**src/rtl/umult8_lane_seq.sv**
```systemverilog
// Purpose: walks LANES byte lanes of two latched operand words through one external umult8 and gathers the 16-bit products.
// Latency: start accepted at edge T -> done pulses in the cycle after edge T+LANES; result stays valid until the next start.
// Backpressure: none; start is honoured only in IDLE and ignored (not queued) while busy.
module umult8_lane_seq #(
    parameter int LANES = 8
) (
    input  logic                  clk,
    input  logic                  reset_n,
    input  logic                  start,
    input  logic [0:8*LANES-1]    op_a,
    input  logic [0:8*LANES-1]    op_b,
    output logic [0:7]            mul_a,
    output logic [0:7]            mul_b,
    input  logic [0:15]           mul_p,
    output logic [0:16*LANES-1]   result,
    output logic                  busy,
    output logic                  done
);

    // A one-lane build still needs a 1-bit index so the counter has a legal width.
    localparam int IDX_W = (LANES > 1) ? $clog2(LANES) : 1;
    localparam logic [IDX_W-1:0] LAST_IDX = IDX_W'(LANES - 1);

    localparam logic [1:0] ST_IDLE = 2'd0;
    localparam logic [1:0] ST_RUN  = 2'd1;
    localparam logic [1:0] ST_DONE = 2'd2;

    logic [1:0]           state;
    logic [IDX_W-1:0]     lane_idx;
    logic [0:8*LANES-1]   op_a_q;
    logic [0:8*LANES-1]   op_b_q;
    logic                 accept;
    logic                 last_lane;

    assign accept    = (state == ST_IDLE) && start;
    assign last_lane = (lane_idx == LAST_IDX);

    // Sequencer: IDLE -> RUN on start, RUN for exactly LANES cycles, one DONE cycle, then back to IDLE.
    always_ff @(posedge clk or negedge reset_n) begin
        if (!reset_n) begin
            state <= ST_IDLE;
        end else begin
            case (state)
                ST_IDLE: if (start)     state <= ST_RUN;
                ST_RUN:  if (last_lane) state <= ST_DONE;
                ST_DONE:                state <= ST_IDLE;
                default:                state <= ST_IDLE;
            endcase
        end
    end

    // Lane counter: cleared on acceptance, stepped once per RUN cycle, parked at 0 once the last lane is written.
    always_ff @(posedge clk or negedge reset_n) begin
        if (!reset_n) begin
            lane_idx <= '0;
        end else if (accept) begin
            lane_idx <= '0;
        end else if (state == ST_RUN) begin
            if (last_lane) begin
                lane_idx <= '0;
            end else begin
                lane_idx <= lane_idx + 1'b1;
            end
        end
    end

    // Operand capture: the in-flight operation only ever sees the words present at acceptance.
    always_ff @(posedge clk or negedge reset_n) begin
        if (!reset_n) begin
            op_a_q <= '0;
            op_b_q <= '0;
        end else if (accept) begin
            op_a_q <= op_a;
            op_b_q <= op_b;
        end
    end

    // Result accumulation: cleared on acceptance, then the current lane's product lands in its 16-bit slot.
    always_ff @(posedge clk or negedge reset_n) begin
        if (!reset_n) begin
            result <= '0;
        end else if (accept) begin
            result <= '0;
        end else if (state == ST_RUN) begin
            for (int i = 0; i < LANES; i++) begin
                if (lane_idx == IDX_W'(i)) begin
                    result[16*i +: 16] <= mul_p;
                end
            end
        end
    end

    // Multiplier feed: selected lane bytes during RUN, zero otherwise so umult8 sees quiet inputs when idle.
    always_comb begin
        mul_a = '0;
        mul_b = '0;
        if (state == ST_RUN) begin
            for (int i = 0; i < LANES; i++) begin
                if (lane_idx == IDX_W'(i)) begin
                    mul_a = op_a_q[8*i +: 8];
                    mul_b = op_b_q[8*i +: 8];
                end
            end
        end
    end

    // Status decode straight from the state register; both drop the instant reset_n falls.
    always_comb begin
        busy = (state == ST_RUN) || (state == ST_DONE);
        done = (state == ST_DONE);
    end

endmodule
```
**config.mk**
```make
export PLATFORM = sky130hd
export DESIGN_NAME = umult8_lane_seq
export DESIGN_NICKNAME = d
export VERILOG_FILES = /design/src/rtl/umult8_lane_seq.sv
export SDC_FILE = /design/constraint.sdc
export NUM_CORES = 1
export LEC_CHECK = 0
export CAP_MARGIN = 15
export CORE_ASPECT_RATIO = 1.2
export CORE_MARGIN = 5
export CORE_UTILIZATION = 45
export DETAILED_ROUTE_END_ITERATION = 6
export HOLD_SLACK_MARGIN = 0.06
export PLACE_DENSITY = 0.77
export SLEW_MARGIN = 20
export SYNTH_ARGS = -nofsm -noshare
export SYNTH_HDL_FRONTEND = slang
export SYNTH_SLANG_ARGS = --single-unit
```
**constraint.sdc**
```tcl
create_clock -name clk -period 2.2 [get_ports clk]
set_clock_uncertainty 0.05 [all_clocks]
set_input_delay 0.44 -clock clk [delete_from_list [all_inputs] [get_ports clk]]
set_output_delay 0.44 -clock clk [all_outputs]
set_load 0.1 [all_outputs]
```
# After elaboration in Yosys (flattened, before gate mapping)
# Cells that the tools add are included.
# word_totals
reg_bits	261
out_inout_bits	146
word_cells	80
# classes
addsub	1
eq_ne	11
muxes	34
n_reduce_logical	22
# ops
cell	count
$mux W128	2
$mux W8	18
$mux W16	8
$reduce_and A2 Y1	9
$reduce_bool A2 Y1	9
$eq A3 B3 Y1 const B	4
$mux W3	3
$eq A3 B2 Y1 const B	2
$mux W2	2
$ne A2 B2 Y1 const B	2
$pmux W2 S2	1
$add A3 B1 Y3 const B	1
$eq A3 B1 Y1 const B	1
$logic_not A3 Y1	1
$eq A2 B1 Y1 const B	1
$eq A2 B2 Y1 const B	1
$logic_not A2 Y1	1
$logic_and A1 B1 Y1	1
$logic_or A1 B1 Y1	1

# Depth between registers and ports, before layout
# logic_depth
word_depth	10
ltp_mapped	9
mapped_depth_nobuf	6

# Worst setup path before layout
# No wires, ideal clock.
# synth_path
kind	flip-flop to output port
start	register lane_idx[0]
end	output mul_a[4] (netlist name)
arrival_time_ns	3.089
required_ns	1.710
slack_ns	-1.379
stages_incl_launch_ff	9
path_cell_list	dfrtp_1 -> ha_1 -> ha_1 -> buf_2 -> inv_1 -> clkbuf_1 -> o21ai_0 -> nand3b_1 -> o22ai_1
# synth_via
elab_chain_len	10
# synth_rtl
element	line	text
from (decl)	29	logic [IDX_W-1:0] lane_idx;
from (signal assigned)	62	lane_idx <= lane_idx + 1'b1;
$logic_not A3 Y1	99	if (lane_idx == IDX_W'(i)) begin
$mux W8 (7 in a row)	99	
$mux W8 (*)	99	
$mux W8 (*)	97	if (state == ST_RUN) begin
to (decl)	12	output logic [0:7] mul_a,
# Mark *: on every way between the ends. The rest lies on a longest branch, timed or not.

# Worst setup path in the final report
# layout_path
start	register lane_idx[0]
end	output mul_b[1] (netlist name)
# layout_via
elab_chain_len	10
# layout_rtl
element	line	text
$logic_not A3 Y1	99	
$mux W8 (7 in a row)	99	
$mux W8 (*)	99	
$mux W8 (*)	97	
to (decl)	13	output logic [0:7] mul_b,
# Marked as above.

==> out/qor.yml <==
run_status:
  status: "complete, but fails checks"
  failed_checks: "setup timing"
logic_synthesis:
  synth_common_cells: "nand2_1, dfrtp_1, a21oi_1"
  synth_top_area_frac: 0.564
  synth_area_leader_cell: "dfrtp_1"
  synthArstFlopShare: 1.00
  syn_inst: 1084
  synthAdderAreaFrac: 0.0108
  synth_top_flop_cell: "dfrtp_1"
  synth-edff-count: 0
  ys_types: 36
  synth-compound-area-share: 0.130
  syn_nets: 1241
  syn_avg_cell_area_um2: 10.7
  yosys-top-cells-area: "dfrtp_1, mux2_2, nand2_1, a21oi_1, a22o_1"
  synth_top_family_by_area: "compound AO/OA/AOI/OAI gates"
  synth_warnings: 0
  synth_xor_area_frac: 0.000756
  synth_seq_cells: 261
  yosysMostFrequentCell: "nand2_1"
  ys_seq_area_frac: 0.564
  synth.mux.area_fraction: 0.124
  netlist_area_um2: 11600
  synthSimpleGateAreaFrac: 0.126
sta:
  worst_pin_slew_ns: 0.611
  worst_slew_margin_rel: 0.592
  fin_ws_ns: -0.757
  rsz0062_at_grt: "true"
  finalSetupViolations: 16
  hold_violations: 0
  report.final.slew_viol_count: 0
  fmax_mhz: 338
  fin_crit_ns: 2.96
  fin_crit_sh: 1.34
drt:
  wl_um: 40500
  antenna_left: 0
  drtIter0Drc: 643
  vias: 10100
  avgRoutedWirePerCell_um: 22.8
  drc: 0
  dr.pass1.iters: 4
  avgViaCountPerCell: 5.71
final_layout:
  fillers: 1909
  fin_cells: 1775
  drive_gt1_frac: 0.359
  finalNetCount: 1585
  areaGrowthSynthToFinish_pct: 47.5
floorplanning:
  die-area_um2: 29100
  fp.dieH_um: 186
  row_count: 64
  pin_count: 293
  start_util: 0.455
  coreArea_um2: 25500
  die_w_um: 156
worst_setup_path:
  crit_chain: "ha_4 > buf_6 > bufbuf_16 > a22o_1 > a221oi_2 > buf_4 > o22ai_4 > buf_12"
  slowest_delay_ns: 0.44
  cp_slowest_cell: "dfrtp_2"
  critical_path.max_fanout: 11
  critical_path_required_ns: 1.71
  end_kind: "output port"
  path_class: "reg2out"
  worstPathArrival_ns: 2.47
  start_kind: "flop"
global_route:
  grt.total_usage: 0.269
  grt_pass1_wl_um: 59900
  grt_remaining_overflow: 0
  grt_start_max_net_pins: 63
  grt_pass1_vias: 10300
  antenna_found_initial: 4
cts:
  cts_buffers: 27
  clkSinkCount: 261
  htreeDepth: 1
  cts-root-buf: "clkbuf_16"
  cts_max_path_buffers: 3
  clkLatencyLatePin_ns: 0.53
  clk_pin_slew_ns: 0.06
  cts_tree: "done"
min_path:
  hp-class: "in2async"
placed_design:
  numPortBuffers: 292
  hpwl_um: 28500
  place.gp.congestion: 0.837
  dp.cells: 1709
  place_ws_ns: -0.547
job:
  maxCapViolCount: 0
power:
  ir_drop_mv: 1.84
  p_leak_nw: 7.33
  power.density_nw_per_um2: 1790
layer usage:
metal  GRT usage  up-vias  wire length (um)
li1            -     4431                 -
met1       0.306     4972             13800
met2       0.477      579             20500
met3      0.0605      139              3810
met4       0.131        8              2300
met5           0        -                55
per-stage QoR:
step | hold slack (ns) | utilization | setup TNS (ns) | total power, W | instance area, um2
global placement | 0.366 | 0.613 | -6.78 | 0.0244 | 15600
CTS | 0.401 | 0.665 | -11.04 | 0.0303 | 16900
finish | 0.385 | 0.671 | -11.27 | 0.0306 | 17100
detailed placement | 0.364 | 0.613 | -8.24 | 0.0247 | 15600
floorplan | 0.0944 | - | -3.16 | 0.0194 | 12000
global route | 0.426 | 0.671 | -12.37 | 0.0317 | 17100
registers in the layout, indices dropped and copies added (netlist names):
name	count
lane_idx	3
op_a_q	64
op_b_q	64
result	128
state	2
worst paths after layout:
path / startpoint / to / slack [ns] / cells past startpoint
worst max-delay path: lane_idx[0]$_DFFE_PN0P_ / mul_b[1] / -0.76 / 8
worst min-delay path: reset_n / result[116]$_DFFE_PN0P_ / 0.39 / 2
worst max register to register: lane_idx[1]$_DFFE_PN0P_ / result[89]$_DFFE_PN0P_ / 0.13 / 8
worst min register to register: op_a_q[28]$_DFFE_PN0P_ / op_a_q[28]$_DFFE_PN0P_ / 0.45 / 1
max in group asynchronous: reset_n / result[32]$_DFFE_PN0P_ / 1.01 / 3
min in group clk: op_a_q[28]$_DFFE_PN0P_ / op_a_q[28]$_DFFE_PN0P_ / 0.45 / 1
cells by family (layout without fill, tap and decap cells):
kind of cell / count (synthesis) / count (layout)
simple gates: 337 / 339
fa+ha+maj: 10 / 10
mux: 128 / 128
flops: 261 / 261
compound gates: 246 / 246
other cells: 0 / 1
buf+inv: 101 / 459
xor+xnor: 1 / 1
worst max-delay path, delay by kind of cell (launching register included):
family | cells | cell delay, ns
buf+inv | 4 | 0.76
fa+ha+maj | 1 | 0.18
compound gates | 3 | 0.55
flops | 1 | 0.44
repair_timing:
item | CTS | global route
endpoints found under the setup margin | 16 | 66
setup buffers | 7 | 5
pin swaps | 22 | 27
hold buffers | 1 | 0
gates resized for setup | 47 | 26
cloned | 6 | 1
endpoints found under the hold margin | 54 | 0
power by group:
part           internal, W  switching (W)
Clock              0.00275        0.00187
Combinational      0.00654         0.0112
Sequential         0.00667        0.00164
Total               0.0160         0.0147
layout make-up:
type | instances | area, um2 | share of cell area
Sequential cell | 261 | 6530 | 0.382
Multi-Input combinational cell | 724 | 5190 | 0.304
Timing Repair Buffer | 405 | 4000 | 0.234
Clock buffer | 35 | 756 | 0.0442
Tap cell | 330 | 413 | 0.0242
Clock inverter | 10 | 131 | 0.00769
Inverter | 7 | 38.8 | 0.00227
Timing Repair inverter | 2 | 27.5 | 0.00161
Antenna cell | 1 | 2.50 | 0.000146
cells in the final DEF, fill, tap and decap left out, types with 4 or more instances in the layout:
cell / n
o21ai_0: 5
buf_12: 40
clkbuf_8: 5
clkdlybuf4s50_1: 145
nand3b_1: 15
clkinv_2: 5
o21ai_1: 13
a22o_1: 31
o21ai_2: 8
mux2_2: 127
o22ai_4: 15
nand2_1: 265
inv_2: 4
ha_4: 7
a221oi_2: 28
o21ai_4: 7
nand2b_1: 15
nor2b_1: 19
a21oi_1: 129
buf_4: 213
clkbuf_16: 27
dfrtp_1: 260
No activity file was read; power rests on OpenSTA's default activity.
